<file path="config.mk">
export PLATFORM = sky130hd
export DESIGN_NAME = md_array_packer
export DESIGN_NICKNAME = d
export VERILOG_FILES = /design/src/rtl/md_array_packer_pkg.sv /design/src/rtl/md_array_packer.sv
export SDC_FILE = /design/constraint.sdc
export NUM_CORES = 1
export LEC_CHECK = 0
export ABC_CLOCK_PERIOD_IN_PS = 2500
export BUFFER_PORTS_ARGS = -buffer_cell sky130_fd_sc_hd__clkbuf_2
export CAP_MARGIN = 20
export CELL_PAD_IN_SITES_DETAIL_PLACEMENT = 0
export CELL_PAD_IN_SITES_GLOBAL_PLACEMENT = 1
export CORE_MARGIN = 3
export CORE_UTILIZATION = 47
export CTS_CLUSTER_DIAMETER = 50
export DETAILED_ROUTE_END_ITERATION = 12
export PLACE_DENSITY = 0.9
export SYNTH_ARGS = -nofsm -noshare
export SYNTH_HDL_FRONTEND = slang
export SYNTH_SLANG_ARGS = --single-unit
</file>
<file path="constraint.sdc">
create_clock -name i_clk -period 2.5 [get_ports i_clk]
set_input_delay 0.125 -clock i_clk [delete_from_list [all_inputs] [get_ports i_clk]]
set_output_delay 0.125 -clock i_clk [all_outputs]
set_load 0.005 [all_outputs]
</file>
<file path="src/rtl/md_array_packer_pkg.sv">
// Shared definitions for the packed-frame assembler: default dimensions,
// fill state encoding and the default frame layout.
package md_array_pkg;

    localparam int N_ROWS_DEF = 3;
    localparam int N_COLS_DEF = 2;
    localparam int ELEM_W_DEF = 8;

    typedef enum logic [1:0] {
        INIT    = 2'd0,
        FILLING = 2'd1,
        FULL    = 2'd2
    } fill_state_t;

    // Modules with non-default dimensions declare the same shape locally.
    typedef logic [N_ROWS_DEF-1:0][N_COLS_DEF-1:0][ELEM_W_DEF-1:0] frame_def_t;

endpackage

</file>
<file path="src/rtl/md_array_packer.sv">
// Serial-to-packed assembler: elements stream in row-major order into a fill
// buffer; completed frames move to an output register with valid/ready.
module md_array_packer
    import md_array_pkg::*;
#(
    parameter int N_ROWS = N_ROWS_DEF,
    parameter int N_COLS = N_COLS_DEF,
    parameter int ELEM_W = ELEM_W_DEF
) (
    input  logic                                       i_clk,
    input  logic                                       i_rst_n,
    input  logic                                       i_in_valid,
    output logic                                       o_in_ready,
    input  logic [ELEM_W-1:0]                          i_in_elem,
    input  logic                                       i_in_abort,
    output logic                                       o_out_valid,
    input  logic                                       i_out_ready,
    output logic [N_ROWS-1:0][N_COLS-1:0][ELEM_W-1:0]  o_out_frame,
    output fill_state_t                                o_state
);

    // Handshake: a transfer happens on a rising edge where valid && ready;
    // valid never waits on ready, and o_in_ready is a function of state only.

    localparam int RW = (N_ROWS > 1) ? $clog2(N_ROWS) : 1;
    localparam int CW = (N_COLS > 1) ? $clog2(N_COLS) : 1;
    localparam logic [RW-1:0] ROW_LAST = RW'(N_ROWS - 1);
    localparam logic [CW-1:0] COL_LAST = CW'(N_COLS - 1);

    typedef logic [N_ROWS-1:0][N_COLS-1:0][ELEM_W-1:0] frame_t;

    fill_state_t r_state;
    fill_state_t w_state_nxt;
    logic [RW-1:0] r_row;
    logic [CW-1:0] r_col;
    frame_t r_fill_buf;
    frame_t r_out_frame;
    frame_t w_frame_last;
    logic r_out_valid;
    logic w_in_ready;
    logic w_accept;
    logic w_last;
    logic w_out_free;
    logic w_load_direct;
    logic w_load_full;

    always_comb begin
        w_in_ready    = (r_state == FILLING);
        w_accept      = i_in_valid && w_in_ready && !i_in_abort;
        w_last        = (r_row == ROW_LAST) && (r_col == COL_LAST);
        w_out_free    = !r_out_valid || i_out_ready;
        w_load_direct = w_accept && w_last && w_out_free;
        w_load_full   = (r_state == FULL) && w_out_free;
        // Fill buffer with the incoming element merged in, so the last
        // element of a frame can bypass straight into the output register.
        w_frame_last  = r_fill_buf;
        w_frame_last[r_row][r_col] = i_in_elem;
        w_state_nxt   = r_state;
        case (r_state)
            INIT:    w_state_nxt = FILLING;
            FILLING: if (w_accept && w_last && !w_out_free) w_state_nxt = FULL;
            FULL:    if (w_out_free) w_state_nxt = FILLING;
            default: w_state_nxt = INIT;
        endcase
    end

    always_ff @(posedge i_clk or negedge i_rst_n) begin
        if (!i_rst_n) begin
            r_state <= INIT;
        end else begin
            r_state <= w_state_nxt;
        end
    end

    // Abort only matters while filling; in FULL the counters already sit at 0.
    always_ff @(posedge i_clk or negedge i_rst_n) begin
        if (!i_rst_n) begin
            r_row <= '0;
            r_col <= '0;
        end else if (r_state == FILLING) begin
            if (i_in_abort) begin
                r_row <= '0;
                r_col <= '0;
            end else if (w_accept) begin
                if (r_col == COL_LAST) begin
                    r_col <= '0;
                    r_row <= w_last ? '0 : r_row + 1'b1;
                end else begin
                    r_col <= r_col + 1'b1;
                end
            end
        end
    end

    always_ff @(posedge i_clk or negedge i_rst_n) begin
        if (!i_rst_n) begin
            r_fill_buf <= '0;
        end else if (w_accept) begin
            r_fill_buf <= w_frame_last;
        end
    end

    always_ff @(posedge i_clk or negedge i_rst_n) begin
        if (!i_rst_n) begin
            r_out_valid <= 1'b0;
            r_out_frame <= '0;
        end else if (w_load_direct || w_load_full) begin
            r_out_valid <= 1'b1;
            r_out_frame <= w_load_full ? r_fill_buf : w_frame_last;
        end else if (i_out_ready) begin
            r_out_valid <= 1'b0;
        end
    end

    assign o_in_ready  = w_in_ready;
    assign o_out_valid = r_out_valid;
    assign o_out_frame = r_out_frame;
    assign o_state     = r_state;

endmodule

</file>
==> summary.md <==
The run finished with clean final reports. The run gives 317 as the net count after synthesis. The largest individual stage delay along the critical path comes from the cell sky130_fd_sc_hd__o21ai_4. The maximum achievable frequency is 457 MHz.

The run gives 0 ns as the aggregate negative setup slack. From synthesis to final layout, the design area changed by 15.0%. For the maximum number of pins on one net before global-route repair, the log shows 59.

The die height was 105 µm; the number of I/O port buffers was 64. Dividing the detail-routed wire length by the instance count gives 17.4 µm. The total routing resource utilization after global routing was 0.169; the clock tree buffer depth was 2. Final period demand of the worst path: 2.19 ns. Across all register-to-register paths, the minimum setup slack is 0.31 ns. In this run the critical register-to-register path is captured at o_out_frame[20]. The run gives 0 as the final number of max-transition violations.

The number of setup buffers added after CTS is 0. The run gives 35 as the number of core rows. Routability-driven placement finished with a final weighted congestion of 0.726. The critical path in this run is classified as reg2reg. After clock tree synthesis, the clock-pin slew on the worst setup and hold paths is 0.09 ns. Measured in cells, the most critical reg-to-reg path has a length of 4. The final hold violation count is 0, and the power density relative to cell area is 637 mW/mm². The number of flops mapped to enable cells by yosys was 0.

Core occupancy in the finished layout: 0.562. The part of the cycle the worst path needs works out to 0.875. At the worst endpoint, the required time is 2.74 ns.

In this run the worst path has a maximum fanout of 27. For the pin with the worst max-slew slack, the measured transition is 0.766 ns. The run gives 0.557 as the register area share after synthesis. The share of final-layout standard cells stronger than drive strength 1 was 0.640. The worst hold path begins at i_out_ready. STA classifies the critical path startpoint as a register. The Yosys step of the flow raised 0 warnings.

The library cells used most frequently in the layout, excluding fill and tap cells, are sky130_fd_sc_hd__mux2_2, sky130_fd_sc_hd__dfrtp_1, sky130_fd_sc_hd__clkbuf_2, sky130_fd_sc_hd__clkbuf_8, sky130_fd_sc_hd__buf_4. Starting utilization of the core area: 0.489. The worst-case hold path end point was o_state[0]. The analysis attributes to cell leakage a power of 2.71 nW. For the initial antenna violation count, the log shows 0.

Between clock sinks in the finished design, the worst skew comes to 0.00654 ns. The fraction of synthesis flops using an asynchronous set or reset pin was 1.00; the largest stage delay on the critical path was 0.67 ns. The tools report the headroom to the max-slew limit as 0.488.

The width of the die was 105 µm. The area of the die was 0.0110 mm². After detailed routing, the number of vias per cell comes to 5.19. The HPWL after detailed placement is 6.00 mm.

The detailed router placed 2598 vias in this run. The area of the mapped netlist came out at 0.00458 mm². The kind of cell with the highest combined delay along the critical path is compound AO/OA/AOI/OAI gates. The final setup violation count was 0; the total iterations of the first detailed-routing run was 4. The tools report the number of buffers inserted during clock tree synthesis as 9.

Most frequently used flop master after synthesis: sky130_fd_sc_hd__dfrtp_1. In this run the count of I/O pins placed on the die edge is 65. The count of clock tree sinks was 102.

The number of antenna-violating nets in the routed design came out at 0. The tools report the total of max-cap violations as 0. The via count of the first global-routing pass was 2858.

The nature of the critical path endpoint was a register. At the later pin of the worst-skew pair, clock insertion delay measures 0.35 ns. The worst register-to-register path begins at o_state[0].

The logs give 0.122 ns for the worst hold slack across all endpoints and 3 for the depth of the CTS H-tree. The floorplan step defined a core boundary enclosing 0.00937 mm². Dividing the synthesized area by the synthesized cell count gives 15.1 µm². Post-CTS repair changed the size of 0 cells. The routed design has 8.72 mm of wire.

The hold-fix buffer count after cts was 1. Summing internal, switching and leakage power gives 3.36 mW. Counting flops and latches in the post-synthesis netlist gives 102. The library cell used most frequently in the layout, excluding fill and tap cells, is sky130_fd_sc_hd__mux2_2. The logs give 14.8 mm for the wire length of the first global-routing pass and 2.43 ns for the data arrival time at the worst-slack endpoint. Summed over all layers, the global routing overflow is 0.

Along the worst hold path, the cell count comes to 3. The number of nets in the finished design is 380, and the gate count after technology mapping is 304. The number of antenna diodes in the final layout is 0. The run gives 31 as the post-synthesis cell type count. The maximum ir drop on the vdd rail was 326 µV. The min-delay analysis places its worst path in the category in2reg. The number of buffer and inverter instances along the worst setup path came out at 1. Detailed-route DRC error count: 0. The tools report the CTS root buffer as sky130_fd_sc_hd__clkbuf_8. TritonCTS built the clock tree. Traced cell by cell, the critical path runs through and2b_1 > o21ai_4 > buf_12 > mux2_2. The violation count after the first detailed-route iteration was 93. Setup repair after global routing left no endpoint under its margin.
==> per-layer routing <==
metal	GRT usage	wire, µm	vias up
met5	0	0	-
met4	0.0422	85	0
met3	0.0340	256	8
met2	0.275	4190	40
met1	0.234	4190	1347
li1	-	-	1203
==> layout make-up <==
type / instances / area [µm²]
Timing Repair Buffer: 75 / 433
Fill cell: 790 / 4100
Tap cell: 129 / 161
Sequential cell: 102 / 2550
Multi-Input combinational cell: 179 / 1920
Clock inverter: 5 / 58.8
Clock buffer: 11 / 141
==> worst reg2reg max path: cells and delay by family (launching register included) <==
kind	cells	cell delay (ns)
muxes	1	0.36
and+or+nand+nor	1	0.33
DFF	1	0.44
AOI/OAI and AO/OA	1	0.67
buffers and inverters	1	0.28
==> power by group <==
part | internal (mW) | leakage [nW] | switching [mW] | total [mW]
Sequential | 1.80 | 1.37 | 0.0723 | 1.87
Clock | 0.491 | 0.0955 | 0.552 | 1.04
Combinational | 0.263 | 1.24 | 0.181 | 0.445
Total | 2.55 | 2.71 | 0.805 | 3.36
==> Yosys cell counts (2+ instances only) <==
master	n	area (µm²)
sky130_fd_sc_hd__a21o_1	3	22.5
sky130_fd_sc_hd__nand2b_1	3	18.8
sky130_fd_sc_hd__clkbuf_1	9	33.8
sky130_fd_sc_hd__mux2_2	134	1510
sky130_fd_sc_hd__nor2_1	4	15.0
sky130_fd_sc_hd__buf_4	3	22.5
sky130_fd_sc_hd__mux2_1	2	22.5
sky130_fd_sc_hd__mux2_4	8	120
sky130_fd_sc_hd__nor2b_1	2	12.5
sky130_fd_sc_hd__o21ai_0	2	10.0
sky130_fd_sc_hd__dfrtp_1	102	2550
sky130_fd_sc_hd__nand2_1	4	15.0
sky130_fd_sc_hd__buf_2	10	50.1
==> stage by stage <==
stage | cells | setup slack (ns) | instance area (µm²)
after global placement | 484 | 0.362 | 5060
final | 501 | 0.312 | 5270
after detailed placement | 484 | 0.287 | 5060
after CTS | 501 | 0.278 | 5270
after global routing | 501 | 0.175 | 5270
after floorplan | 304 | 0.650 | 4580
==> flip-flops by register name, indices dropped and copies added (netlist names) <==
| signal | count |
|---|---|
| r_fill_buf | 48 |
| o_out_valid | 1 |
| r_row | 2 |
| o_state | 2 |
| r_col | 1 |
| o_out_frame | 48 |
==> worst max path at each step <==
stage	from	to	cells after the start
2_1_floorplan	o_state[0]	o_out_frame[5]	5
3_3_place_gp	o_state[0]	o_out_frame[3]	4
3_5_place_dp	o_state[0]	o_out_frame[20]	4
4_1_cts	o_state[0]	o_out_frame[20]	4
5_1_grt	o_state[0]	o_out_frame[22]	4
6_report	o_state[0]	o_out_frame[20]	4
==> logic make-up (layout without fill, tap and decap cells) <==
group	count (synthesis)	after routing	share of synthesized area
AO/OA/AOI/OAI	9	9	0.0131
buffers and inverters	23	91	0.0257
flip-flops	102	102	0.557
multiplexers	144	144	0.360
AND/OR/NAND/NOR	26	26	0.0440
(Power assumes the default switching activity.)
